**config.mk**
```make
export PLATFORM = sky130hd
export DESIGN_NAME = leaf_inject_arbiter
export DESIGN_NICKNAME = d
export VERILOG_FILES = /design/src/rtl/leaf_inject_arbiter.sv
export SDC_FILE = /design/constraint.sdc
export NUM_CORES = 1
export LEC_CHECK = 0
export ABC_AREA = 1
export CAP_MARGIN = 25
export CELL_PAD_IN_SITES_DETAIL_PLACEMENT = 1
export CELL_PAD_IN_SITES_GLOBAL_PLACEMENT = 1
export CORE_MARGIN = 2
export CORE_UTILIZATION = 29
export CTS_CLUSTER_DIAMETER = 120
export DETAILED_ROUTE_END_ITERATION = 8
export HOLD_SLACK_MARGIN = 0.02
export PLACE_DENSITY_LB_ADDON = 0.15
export SYNTH_ARGS = -nofsm -noshare
export SYNTH_HDL_FRONTEND = slang
export SYNTH_SLANG_ARGS = --single-unit
```
**constraint.sdc**
```tcl
create_clock -name clk -period 6.57 [get_ports clk]
set_clock_uncertainty 0.2 [all_clocks]
set_input_delay 0.657 -clock clk [delete_from_list [all_inputs] [get_ports clk]]
set_output_delay 0.657 -clock clk [all_outputs]
set_load 0.02 [all_outputs]
```
**src/rtl/leaf_inject_arbiter.sv**
```systemverilog
// leaf_inject_arbiter
// Shares one BFT leaf injection port among num_req local requesters.
// Round-robin grant, packs {valid, dest, payload} onto leaf_out, re-presents a
// packet after a fixed backoff whenever the subtree signals resend, and drops
// it once max_retry resends have been absorbed.
// Optional build macro: LEAF_INJECT_ARB_STATS_EN adds saturating delivered and
// resend counters on stat_sent / stat_retry (tied to 0 when undefined).
//
// state   | meaning
// IDLE    | nothing held, leaf_out=0, grant offered
// SEND    | held packet on leaf_out, resend_i sampled on the edge
// HOLDOFF | packet held after a resend, leaf_out=0 until the backoff expires

module leaf_inject_arbiter #(
  parameter int num_req    = 4,
  parameter int payload_sz = 43,
  parameter int p_sz       = 49,
  parameter int max_retry  = 7,
  parameter int backoff    = 2
) (
  input  logic                                        clk,
  input  logic                                        reset,
  input  logic [num_req-1:0]                          req_valid,
  output logic [num_req-1:0]                          req_ready,
  input  logic [num_req*(p_sz-payload_sz-1)-1:0]      req_dest,
  input  logic [num_req*payload_sz-1:0]               req_payload,
  output logic [p_sz-1:0]                             leaf_out,
  input  logic                                        resend_i,
  output logic                                        busy,
  output logic                                        drop_o,
  output logic                                        err_o,
  input  logic                                        clear_err,
  output logic [15:0]                                 stat_sent,
  output logic [15:0]                                 stat_retry
);

  localparam int addr_w = p_sz - payload_sz - 1;
  localparam int RR_W   = (num_req > 1) ? $clog2(num_req) : 1;

  localparam logic [7:0] RETRY_LIM = 8'(max_retry);
  localparam logic [7:0] BACKOFF_V = 8'(backoff);

  typedef enum logic [1:0] {
    IDLE    = 2'd0,
    SEND    = 2'd1,
    HOLDOFF = 2'd2
  } state_t;

  state_t                  state;
  state_t                  state_nxt;

  logic [RR_W-1:0]         rr_ptr;
  logic [RR_W-1:0]         grant_idx;
  logic [RR_W-1:0]         idx_v;
  logic                    grant_vld;
  logic                    grant_open;
  logic                    accept;
  logic                    retry_ev;
  logic                    drop_ev;
  int                      idx;

  logic [7:0]              retry_cnt;
  logic [7:0]              timer;
  logic [addr_w-1:0]       hold_dest;
  logic [payload_sz-1:0]   hold_payload;

  // Round-robin search: first valid requester at rr_ptr+1, rr_ptr+2, ... (mod num_req)
  always_comb begin
    grant_vld = 1'b0;
    grant_idx = '0;
    idx       = 0;
    idx_v     = '0;
    for (int k = 1; k <= num_req; k++) begin
      idx   = (int'(rr_ptr) + k) % num_req;
      idx_v = idx[RR_W-1:0];
      if (!grant_vld && req_valid[idx_v]) begin
        grant_vld = 1'b1;
        grant_idx = idx_v;
      end
    end
  end

  // Next-state decode; grant is only open in IDLE or on a clean delivery in SEND
  always_comb begin
    state_nxt  = state;
    grant_open = 1'b0;
    retry_ev   = 1'b0;
    drop_ev    = 1'b0;
    case (state)
      IDLE: begin
        grant_open = 1'b1;
        if (grant_vld) begin
          state_nxt = SEND;
        end
      end
      SEND: begin
        if (!resend_i) begin
          grant_open = 1'b1;
          state_nxt  = grant_vld ? SEND : IDLE;
        end else if (retry_cnt < RETRY_LIM) begin
          retry_ev  = 1'b1;
          state_nxt = (backoff == 0) ? SEND : HOLDOFF;
        end else begin
          drop_ev   = 1'b1;
          state_nxt = IDLE;
        end
      end
      HOLDOFF: begin
        if (timer <= 8'd1) begin
          state_nxt = SEND;
        end
      end
      default: state_nxt = IDLE;
    endcase
  end

  // Gating with reset keeps ready low while the block is held in reset
  assign accept    = reset & grant_open & grant_vld;
  assign req_ready = accept ? (num_req'(1) << grant_idx) : '0;

  assign leaf_out  = (state == SEND) ? {1'b1, hold_dest, hold_payload} : '0;
  assign busy      = (state == SEND) || (state == HOLDOFF);

  // State register
  always_ff @(posedge clk or negedge reset) begin
    if (!reset) begin
      state <= IDLE;
    end else begin
      state <= state_nxt;
    end
  end

  // Packet capture, round-robin pointer, retry count and backoff timer
  always_ff @(posedge clk or negedge reset) begin
    if (!reset) begin
      rr_ptr       <= '0;
      hold_dest    <= '0;
      hold_payload <= '0;
      retry_cnt    <= '0;
      timer        <= '0;
    end else begin
      if (accept) begin
        rr_ptr       <= grant_idx;
        hold_dest    <= req_dest[grant_idx*addr_w +: addr_w];
        hold_payload <= req_payload[grant_idx*payload_sz +: payload_sz];
        retry_cnt    <= '0;
      end else if (retry_ev) begin
        retry_cnt    <= retry_cnt + 8'd1;
      end

      if (retry_ev) begin
        timer <= BACKOFF_V;
      end else if (state == HOLDOFF && timer != 8'd0) begin
        timer <= timer - 8'd1;
      end
    end
  end

  // Drop pulse and sticky error; a drop on the same edge as clear_err keeps err_o set
  always_ff @(posedge clk or negedge reset) begin
    if (!reset) begin
      drop_o <= 1'b0;
      err_o  <= 1'b0;
    end else begin
      drop_o <= drop_ev;
      if (drop_ev) begin
        err_o <= 1'b1;
      end else if (clear_err) begin
        err_o <= 1'b0;
      end
    end
  end

`ifdef LEAF_INJECT_ARB_STATS_EN
  logic        sent_ev;
  logic        resend_ev;
  logic [15:0] sent_q;
  logic [15:0] retry_q;

  assign sent_ev   = (state == SEND) & ~resend_i;
  assign resend_ev = (state == SEND) &  resend_i;

  // Saturating counters; an increment beats clear_err on the same edge
  always_ff @(posedge clk or negedge reset) begin
    if (!reset) begin
      sent_q  <= '0;
      retry_q <= '0;
    end else begin
      if (sent_ev) begin
        if (sent_q != 16'hFFFF) begin
          sent_q <= sent_q + 16'd1;
        end
      end else if (clear_err) begin
        sent_q <= '0;
      end

      if (resend_ev) begin
        if (retry_q != 16'hFFFF) begin
          retry_q <= retry_q + 16'd1;
        end
      end else if (clear_err) begin
        retry_q <= '0;
      end
    end
  end

  assign stat_sent  = sent_q;
  assign stat_retry = retry_q;
`else
  assign stat_sent  = 16'd0;
  assign stat_retry = 16'd0;
`endif

endmodule

```
==> results.md <==
- Hold_buf cts: 0
- Top cells by area, synth: dfrtp_1 30%, nand2_1 19%, nand3_1 15%, inv_1 14%, or2_2 5.4%
- Hold/Removal Path Class: register to register
- Hold Vio Cnt, Final: 0
- Max Cap Viol: 0
- Power Dens Cells: 475 mW/mm^2
- 1st-pass router iterations: 4
- Io pins: 288
- Total GRT Usage: 0.198
- Launch point of the worst reg-to-reg path: rr_ptr[0]$_DFFE_PN0P_
- Fin crit share: 0.762
- Worst slew pin tran: between 800 and 900 ps
- CTS HTree Levels: 3
- Synthesized flop and latch total: 70
- Postcts setup bufs: 0
- VDD IR max: 0.262 mV
- CTS Buffer Depth: 2
- Fin area: between 0.008 and 0.009 mm^2
- Sequential area share after synthesis: 0.296
- Fmax: approximately 200 MHz
- CTS tree: yes
- Global route total overflow: 0
- Critical Path RT: roughly 5700 ps
- Wire length on met3: 1230 um
- Netlist cell types: 34
- Final HPWL DP: 15600 um
- Post-DRT Antenna Nets: 0
- Cell row count: 52
- DR iter-0 viols: 232
- Final setup TNS: 0 ps
- Core area: 0.0202 mm^2
- WHS Path Cells: 1
- Minimum clock period: 5010 ps
- Final wirelength: 21100 um
- Via count: about 6500
- Layout area overhead: 48.6%
- Worst Hold Path EP: timer[7]$_DFFE_PN0P_
- WHS: 275 ps
- Syn Area/Cell: 6.06 um^2
- CTS root buf: clkbuf_16
- Clock Latency Late Sink: 350 ps
- Initial antenna violation count: 0
- Synthesis Warnings: 0
- Status: finished clean
- IO buf count: 255
- DR DRC count: 0
- Die Width: 147 um
- CTS sink count: 70
- Hold path start: timer[7]$_DFFE_PN0P_
- Leakage: a little under 5 nW
- Vert. Die Dim: 147 um
- Clock transition at the registers of the reported paths: 60 ps
- Critical Path Fanout Max: 27
- CP Capture Type: primary output
- CP Data Arrival Time: 4150 ps
- Worst slew margin: 0.465
- Share of the synthesized area in the top cell type: 0.296
- Starting Density: 0.294
- Clock buffer count from CTS: 9
- # nets final: around 1400
- Wire per inst: 14.3 um
- Final slew viol count: 0
- Share of cells above drive strength 1: 0.0737
- DRT met1 WL: 8720 um
- Area leader, netlist: dfrtp_1
- Number of cells on the worst reg-to-reg path: 12
- RR Endpoint: hold_dest[0]$_DFFE_PN0P_
- Synth Instances: 978
- Diodes inserted: 0
- Unrepaired setup endpoints after global routing: no
- Die footprint: 0.0216 mm^2
- Top routing layer used: met4
- Largest net degree at the start of global routing: 93
- Vias in the first global route: ~6600
- Synth Cell Area: 0.00592 mm^2
- Final setup vio count: 0
- CP Class: primary input to primary output
- Routed wl met2: around 11000 um
- FF-to-FF setup slack: 2610 ps
- GPL Wtd Cong: 0.775
- Routed vias/inst: 4.40
- Placed instance area: 0.00848 mm^2
- Worst Setup Start Kind: primary input
- Global-route wire length before repair: 34100 um
- Post-cts sizing count: 0
## cell usage in the layout (no fill, tap or decap), types with 2 or more instances in the layout
cell	Yosys	layout
o21ai_0	10	10
nand2_1	304	304
conb_1	1	32
o21ai_1	2	2
clkbuf_16	0	9
ha_1	8	7
dfrtp_1	70	70
buf_4	36	6
nor2_1	15	15
inv_2	2	2
nor2_4	3	3
nand4_1	3	3
clkdlybuf4s50_1	0	254
or2_2	51	51
nor3_1	7	7
clkbuf_1	20	2
inv_1	216	216
nand3_1	175	175
a21oi_1	9	9
or2_1	2	2
clkinv_2	0	2
nand2_2	6	6
nand2_4	2	2
o22ai_1	3	3
inv_4	2	2
## where the power goes
part           internal (W)  leakage [nW]  switching [W]
Sequential         0.000624         0.884       0.000113
Combinational       0.00109          3.80        0.00188
Clock              0.000291         0.139       0.000190
Total               0.00200          4.82        0.00218
## worst max-delay path, stage by stage
cell and delay, ps:
clkdlybuf4s50_1 470, inv_1 60, nand2_1 80, nand2_1 50, o21ai_1 260, nand3_2 180
nand3_1 120, nand2_2 360, nor2_4 720, inv_1 260, a21oi_1 260, clkdlybuf4s50_1 650
## state kept, by name, summed over array words and instances, names as in the netlist
| register | cells |
|---|---|
| drop_o | 1 |
| err_o | 1 |
| hold_dest | 5 |
| hold_payload | 43 |
| retry_cnt | 8 |
| rr_ptr | 2 |
| state | 2 |
| timer | 8 |
## per-stage QoR
step                total power [W]  std cells  utilization  setup WS (ps)
global route                0.00466       1477        0.436           1210
detailed placement          0.00376       1460        0.420           1520
finish                      0.00418       1477        0.436           1560
global placement            0.00370       1460        0.420           1580
floorplan                   0.00292       1009            -           3500
CTS                         0.00427       1475        0.434           1490
## layout make-up
class	instances	area (um^2)
tap	270	338
timing repair buffer	262	2630
inverter	220	831
clock inverter	4	48.8
sequential	70	1750
clock buffer	11	233
multi-input combinational	640	2970
fill	2696	11400
## per-layer routing
layer,vias to the layer above,GRT usage
met5,-,0
met4,0,0.0361
met3,15,0.0606
met2,148,0.363
met1,3041,0.230
li1,3295,-
## kinds of logic (layout without fill, tap and decap cells)
| group | count (synthesis) | after routing | synth area share |
|---|---|---|---|
| simple gates | 572 | 572 | 0.438 |
| buf+inv | 299 | 497 | 0.222 |
| flops | 70 | 70 | 0.296 |
| compound gates | 27 | 27 | 0.0247 |
| fa+ha+maj | 8 | 8 | 0.0169 |
| other cells | 1 | 32 | 0.000633 |
| xor+xnor | 1 | 1 | 0.00148 |
## worst max-delay path by stage
stage / startpoint / slack (ps) / endpoint
2_1_floorplan: req_valid[3] / 3500 / req_ready[0]
3_3_place_gp: req_valid[3] / 1580 / req_ready[3]
3_5_place_dp: req_valid[2] / 1520 / req_ready[3]
4_1_cts: rr_ptr[0]$_DFFE_PN0P_ / 1490 / req_ready[3]
5_1_grt: rr_ptr[0]$_DFFE_PN0P_ / 1210 / req_ready[3]
6_report: req_valid[2] / 1560 / req_ready[3]
## Yosys cell counts (all sizes together)
cell and number:
conb 1, nor3 7, nand2 312, nand3 177
nor3b 1, nor2 18, dfrtp 70, nand4 3
xnor2 1, buf 59, o22ai 3, nand3b 1
o211ai 1, o31ai 1, a21oi 9, clkbuf 20
o21ai 12, or2 53, a21boi 1, ha 8
inv 220
Power figures use the tool's default switching activity.
